**src/rtl/alu_cmd_sequencer.sv**
```systemverilog
// alu_cmd_sequencer: buffers 4-bit ALU commands in a small FIFO and walks each
// one through an external ALU. The sequence is a setup cycle, a single-cycle
// enable pulse, and then a wait for done or a timeout. The 8-bit result is
// then held on a valid/ready handshake until the consumer takes it.
module alu_cmd_sequencer #(
    parameter int FIFO_DEPTH = 4,
    parameter int TIMEOUT    = 8
) (
    input  logic       clk,
    input  logic       rst_n,
    input  logic       cmd_valid,
    output logic       cmd_ready,
    input  logic [3:0] cmd_a,
    input  logic [3:0] cmd_b,
    input  logic [1:0] cmd_op,
    output logic [3:0] alu_a,
    output logic [3:0] alu_b,
    output logic [1:0] alu_opcode,
    output logic       alu_enable,
    input  logic [7:0] alu_out,
    input  logic       alu_done,
    output logic       res_valid,
    input  logic       res_ready,
    output logic [7:0] res_data,
    output logic [1:0] res_op,
    output logic       res_err,
    output logic       busy
);

    localparam int PTR_W = $clog2(FIFO_DEPTH);
    localparam int CNT_W = $clog2(FIFO_DEPTH + 1);
    localparam int TMO_W = $clog2(TIMEOUT);
    localparam logic [CNT_W-1:0] FULL_CNT = CNT_W'(FIFO_DEPTH);
    localparam logic [TMO_W-1:0] TMO_LAST = TMO_W'(TIMEOUT - 1);

    typedef struct packed {
        logic [1:0] op;
        logic [3:0] b;
        logic [3:0] a;
    } cmd_t;

    typedef enum logic [2:0] {
        IDLE,
        ISSUE,
        FIRE,
        WAIT,
        HOLD
    } state_e;

    // FIFO storage and bookkeeping
    cmd_t             mem_q [FIFO_DEPTH];
    logic [PTR_W-1:0] wr_ptr_q;
    logic [PTR_W-1:0] rd_ptr_q;
    logic [CNT_W-1:0] count_q;
    logic [CNT_W-1:0] count_d;
    logic             cmd_ready_q;
    logic             fifo_empty;
    logic             push;
    logic             pop;
    cmd_t             head;

    // Sequencer state and registered outputs
    state_e           state_q;
    logic [TMO_W-1:0] tmo_q;
    logic [3:0]       alu_a_q;
    logic [3:0]       alu_b_q;
    logic [1:0]       alu_op_q;
    logic             alu_en_q;
    logic             res_valid_q;
    logic [7:0]       res_data_q;
    logic [1:0]       res_op_q;
    logic             res_err_q;

    // Handshake qualifiers and next occupancy; a pop only happens when the FSM is ready to take a command
    always_comb begin
        fifo_empty = (count_q == '0);
        push       = cmd_valid && cmd_ready_q;
        pop        = !fifo_empty &&
                     ((state_q == IDLE) || ((state_q == HOLD) && res_ready));
        head       = mem_q[rd_ptr_q];
        count_d    = count_q;
        case ({push, pop})
            2'b10:   count_d = count_q + CNT_W'(1);
            2'b01:   count_d = count_q - CNT_W'(1);
            default: count_d = count_q;
        endcase
    end

    // Command storage; contents need no reset because occupancy is tracked by count_q
    always_ff @(posedge clk) begin
        if (push) begin
            mem_q[wr_ptr_q] <= {cmd_op, cmd_b, cmd_a};
        end
    end

    // FIFO pointers, occupancy and registered ready (ready reflects post-edge occupancy, so a full FIFO never accepts in the same cycle it pops)
    always_ff @(posedge clk or negedge rst_n) begin
        if (!rst_n) begin
            wr_ptr_q    <= '0;
            rd_ptr_q    <= '0;
            count_q     <= '0;
            cmd_ready_q <= 1'b0;
        end else begin
            if (push) begin
                wr_ptr_q <= wr_ptr_q + PTR_W'(1);
            end
            if (pop) begin
                rd_ptr_q <= rd_ptr_q + PTR_W'(1);
            end
            count_q     <= count_d;
            cmd_ready_q <= (count_d != FULL_CNT);
        end
    end

    // Sequencer FSM: every ALU-side and result-side output is a register updated here
    always_ff @(posedge clk or negedge rst_n) begin
        if (!rst_n) begin
            state_q     <= IDLE;
            tmo_q       <= '0;
            alu_a_q     <= '0;
            alu_b_q     <= '0;
            alu_op_q    <= '0;
            alu_en_q    <= 1'b0;
            res_valid_q <= 1'b0;
            res_data_q  <= '0;
            res_op_q    <= '0;
            res_err_q   <= 1'b0;
        end else begin
            case (state_q)
                IDLE: begin
                    if (pop) begin
                        alu_a_q  <= head.a;
                        alu_b_q  <= head.b;
                        alu_op_q <= head.op;
                        state_q  <= ISSUE;
                    end
                end
                ISSUE: begin
                    // Operands have been stable for a full cycle; fire next
                    alu_en_q <= 1'b1;
                    state_q  <= FIRE;
                end
                FIRE: begin
                    alu_en_q <= 1'b0;
                    tmo_q    <= '0;
                    state_q  <= WAIT;
                end
                WAIT: begin
                    if (alu_done) begin
                        res_data_q  <= alu_out;
                        res_op_q    <= alu_op_q;
                        res_err_q   <= 1'b0;
                        res_valid_q <= 1'b1;
                        state_q     <= HOLD;
                    end else if (tmo_q == TMO_LAST) begin
                        // ALU never answered: report an error with a zero result
                        res_data_q  <= 8'h00;
                        res_op_q    <= alu_op_q;
                        res_err_q   <= 1'b1;
                        res_valid_q <= 1'b1;
                        state_q     <= HOLD;
                    end else begin
                        tmo_q <= tmo_q + TMO_W'(1);
                    end
                end
                HOLD: begin
                    if (res_ready) begin
                        res_valid_q <= 1'b0;
                        if (pop) begin
                            // Skip IDLE so back-to-back commands keep a 4-cycle cadence
                            alu_a_q  <= head.a;
                            alu_b_q  <= head.b;
                            alu_op_q <= head.op;
                            state_q  <= ISSUE;
                        end else begin
                            state_q <= IDLE;
                        end
                    end
                end
                default: begin
                    state_q     <= IDLE;
                    alu_en_q    <= 1'b0;
                    res_valid_q <= 1'b0;
                end
            endcase
        end
    end

    assign cmd_ready  = cmd_ready_q;
    assign alu_a      = alu_a_q;
    assign alu_b      = alu_b_q;
    assign alu_opcode = alu_op_q;
    assign alu_enable = alu_en_q;
    assign res_valid  = res_valid_q;
    assign res_data   = res_data_q;
    assign res_op     = res_op_q;
    assign res_err    = res_err_q;
    assign busy       = !fifo_empty || (state_q != IDLE);

endmodule

```
**config.mk**
```make
export PLATFORM = sky130hd
export DESIGN_NAME = alu_cmd_sequencer
export DESIGN_NICKNAME = d
export VERILOG_FILES = /design/src/rtl/alu_cmd_sequencer.sv
export SDC_FILE = /design/constraint.sdc
export NUM_CORES = 1
export LEC_CHECK = 0
export CORE_MARGIN = 3
export CORE_UTILIZATION = 53
export DETAILED_ROUTE_END_ITERATION = 12
export PLACE_DENSITY = 0.79
export SYNTH_ARGS = -nofsm -noshare
export SYNTH_HDL_FRONTEND = slang
export SYNTH_SLANG_ARGS = --single-unit
```
**constraint.sdc**
```tcl
create_clock -name clk -period 3.2 [get_ports clk]
set_clock_uncertainty 0.15 [all_clocks]
set_input_delay 0.64 -clock clk [delete_from_list [all_inputs] [get_ports clk]]
set_output_delay 0.64 -clock clk [all_outputs]
set_load 0.02 [all_outputs]
```
==> Implementation_results.wiki <==
{| class="wikitable"
! Metric !! Value
|-
| Violation count after the first detailed-route iteration || 116
|-
| Post-synth net total || 210
|-
| Final max-slew violation count || 0
|-
| Class of the worst hold path || in2async
|-
| Worst R2R Path Depth || 9
|-
| Achievable frequency || 350 MHz
|-
| Max FO, Critical Path || 3
|-
| Global routing's busiest layer || met2
|-
| Flip-flop and latch count after synthesis || 77
|-
| Num CTS Buffers || 9
|-
| Die Outline Area || 6810 µm²
|-
| Post-CTS Resized || 0
|-
| Multi-input gate area || 897 µm²
|-
| Max Root-Sink Buffers || 2
|-
| Number of hold violations in the final report || 0
|-
| Number of hold-repair buffers added at the cts stage || 0
|-
| Library cell occupying the most area in the post-synthesis netlist || sky130_fd_sc_hd__edfxtp_1
|-
| Aggregate routed wire length || 5570 µm
|-
| Slew headroom || 45.3%
|-
| Critical-path cell list || clkdlybuf4s50_1 -> nand2b_1 -> nand3_2 -> inv_1 -> ha_1 -> inv_1 -> fa_1 -> xor2_1 -> or3_1 -> a211o_1
|-
| Start of the worst register-to-register path || state_q[1]
|-
| Global-route wire length before repair || 8980 µm
|-
| Number of endpoints failing setup at the final stage || 0
|-
| Cell leakage power || 1.49 nW
|-
| Slew at the pin closest to its max-slew limit || 0.820 ns
|-
| Ratio of cells with drive above 1 in the final layout || 17.8%
|-
| Period utilisation layout || 89.3%
|-
| Core footprint || 5570 µm²
|-
| Post-CTS Setup Repair Bufs || 0
|-
| Routed length per placed instance || 18.1 µm
|-
| Number of sinks on the clock net || 77
|-
| Critical path's largest stage delay || 0.51 ns
|-
| Clock tree from TritonCTS || yes
|-
| R2R Path End || cmd_ready
|-
| Minimum setup slack among reg-to-reg paths || 0.61 ns
|-
| Final standard cell utilization of the core || 68.8%
|-
| Worst path arrival time || 2.94 ns
|-
| Global routing met1 resource utilization || 23.9%
|-
| Die Width || 82.5 µm
|-
| Kind of end point of the critical path || register
|-
| Top-area cell type share of the netlist area || 38.7%
|-
| Post-placement cell area || 3620 µm²
|-
| DRT Pass-1 Iters || 4
|-
| RSZ-0062 raised after global routing || false
|-
| CTS Root Buffer Type || sky130_fd_sc_hd__clkbuf_8
|-
| Post-DR vias/cell || 5.54
|-
| Port Buf Inserts || 47
|-
| Post-DRT Antenna Nets || 0
|-
| Number of nets at the end of the flow || 262
|-
| Antenna cells || 0
|-
| Top flip-flop cell by instance count after synthesis || sky130_fd_sc_hd__edfxtp_1
|-
| Average footprint of a synthesized cell || 17.3 µm²
|-
| Cell with the largest stage delay on the worst path || sky130_fd_sc_hd__clkdlybuf4s50_1
|-
| IR drop worst, VDD || 0.497 mV
|-
| Critical Path Start Type || primary input
|-
| Share of flip-flops with an asynchronous set or reset after synthesis || 48.1%
|-
| FF/Latch Area || 2130 µm²
|-
| Number of instances in the synthesized netlist || 179
|-
| Number of different library cells in the post-synthesis netlist || 40
|-
| GR Util met3 || 5.21%
|-
| Row Count || 27
|-
| Fill cells || 401
|-
| Total number of vias || 1,705
|-
| Period minus WS final || 2.86 ns
|-
| Buffers and inverters on the worst path || 3
|-
| Remaining DRCs || 0
|-
| Final sum of negative setup slack || 0 ns
|-
| Count of boundary I/O pins || 48
|-
| Total GRT Usage || 18.5%
|-
| Power Total || 3.75 mW
|-
| EDFF count, synth || 40
|-
| Critical path class || in2reg
|-
| Synthesized cell area || 3110 µm²
|-
| Final HPWL from detailed placement || 3680 µm
|-
| Register area share after synthesis || 68.5%
|-
| Result of the run || finished clean
|-
| Largest net degree at the start of global routing || 38
|-
| Worst setup endpoint || cmd_ready
|-
| Effective utilization at floorplan || 55.7%
|-
| Clk pin slew, worst setup/hold paths || 0.08 ns
|-
| Number of levels the H-tree was split into || 3
|-
| Routability congestion estimate || 0.732
|-
| YS warnings || 0
|-
| Global-route met2 utilization || 30.0%
|-
| Critical path startpoint || res_ready
|-
| Remaining Overflow, GRT || 0
|-
| Hold_ws || 0.234 ns
|-
| WP data required || 3.28 ns
|-
| Initial antenna violation count || 0
|-
| Die Span Y || 82.5 µm
|-
| Finished layout cell area || 3830 µm²
|-
| Crit path max-delay family || buffers and inverters
|-
| Max Cap Violations || 0
|-
| Number of logic stages on the critical path including buffering || 10
|-
| Power per cell area || 979 nW/µm²
|-
| Count leader, synth || sky130_fd_sc_hd__edfxtp_1
|-
| Cell repeated most along the worst path || sky130_fd_sc_hd__inv_1
|-
| Top cells by instance count after synthesis || 40 x sky130_fd_sc_hd__edfxtp_1, 37 x sky130_fd_sc_hd__dfrtp_1, 12 x sky130_fd_sc_hd__mux2_2
|-
| Layout Area Growth over Synthesis || 23.4%
|-
| Clk Latency, worst-skew pair || 0.34 ns
|-
| Largest cells by area after synthesis || sky130_fd_sc_hd__edfxtp_1 39%, sky130_fd_sc_hd__dfrtp_1 30%, sky130_fd_sc_hd__mux4_2 5.8%
|-
| Via count of the first global-routing pass || 1,751
|}
sequential cells by signal, summed over array words and instances, names as in the netlist:
register	count
res_err	1
wr_ptr_q	2
mem_q	40
rd_ptr_q	2
res_op	2
cmd_ready	1
state_q	3
res_valid	1
count_q	3
alu_enable	1
alu_a	4
res_data	8
tmo_q	3
alu_b	4
alu_opcode	2
power breakdown:
part	internal (mW)	total (mW)	leakage, nW	switching (mW)
Sequential	1.38	1.64	0.813	0.260
Combinational	0.716	1.33	0.580	0.616
Clock	0.438	0.785	0.0985	0.347
Total	2.53	3.75	1.49	1.22
per-stage QoR:
step                      setup WS, ns  std cells
final                            0.342        308
after global routing             0.278        308
after CTS                        0.371        308
after detailed placement        0.0503        292
after global placement           0.129        292
after floorplan                  0.536        179
cells by family after synthesis:
kind of cell | Yosys count | share of synthesized area [%]
AOI/OAI and AO/OA | 23 | 5.52
xor gates and xnor gates | 5 | 1.41
adders and majority gates | 8 | 3.46
buffers and inverters | 15 | 2.62
DFF | 77 | 68.5
muxes | 26 | 13.3
and+or+nand+nor | 25 | 5.20
cell usage in the layout (no fill, tap or decap), drive strengths merged, types with 4 or more instances in the layout:
master,count
a22o,8
and3,5
clkbuf,10
clkdlybuf4s50,46
dfrtp,37
edfxtp,40
ha,7
inv,8
mux2,13
mux4,10
nand2,4
o21ai,5
xnor2,4
metal layers:
layer,vias up,part of all wire [%]
li1,784,-
met1,860,42
met2,54,51
met3,7,5.5
met4,0,1.2
met5,-,0
how the worst min path moves through the flow:
stage                      startpoint     endpoint
after floorplan                 rst_n     alu_a[0]
after global placement        res_err      res_err
after detailed placement  res_data[7]  res_data[7]
after CTS                       rst_n     alu_a[1]
after global routing            rst_n     alu_a[2]
final                           rst_n     alu_a[2]
area by class of cell:
cell class | instances | share of cell area, %
sequential | 77 | 55.5
clock buffer | 10 | 3.33
clock inverter | 6 | 2.29
inverter | 8 | 0.784
tap | 72 | 2.35
multi-input combinational | 87 | 23.4
timing repair buffer | 48 | 12.3
Note: power is estimated with default switching activity, not from simulation.
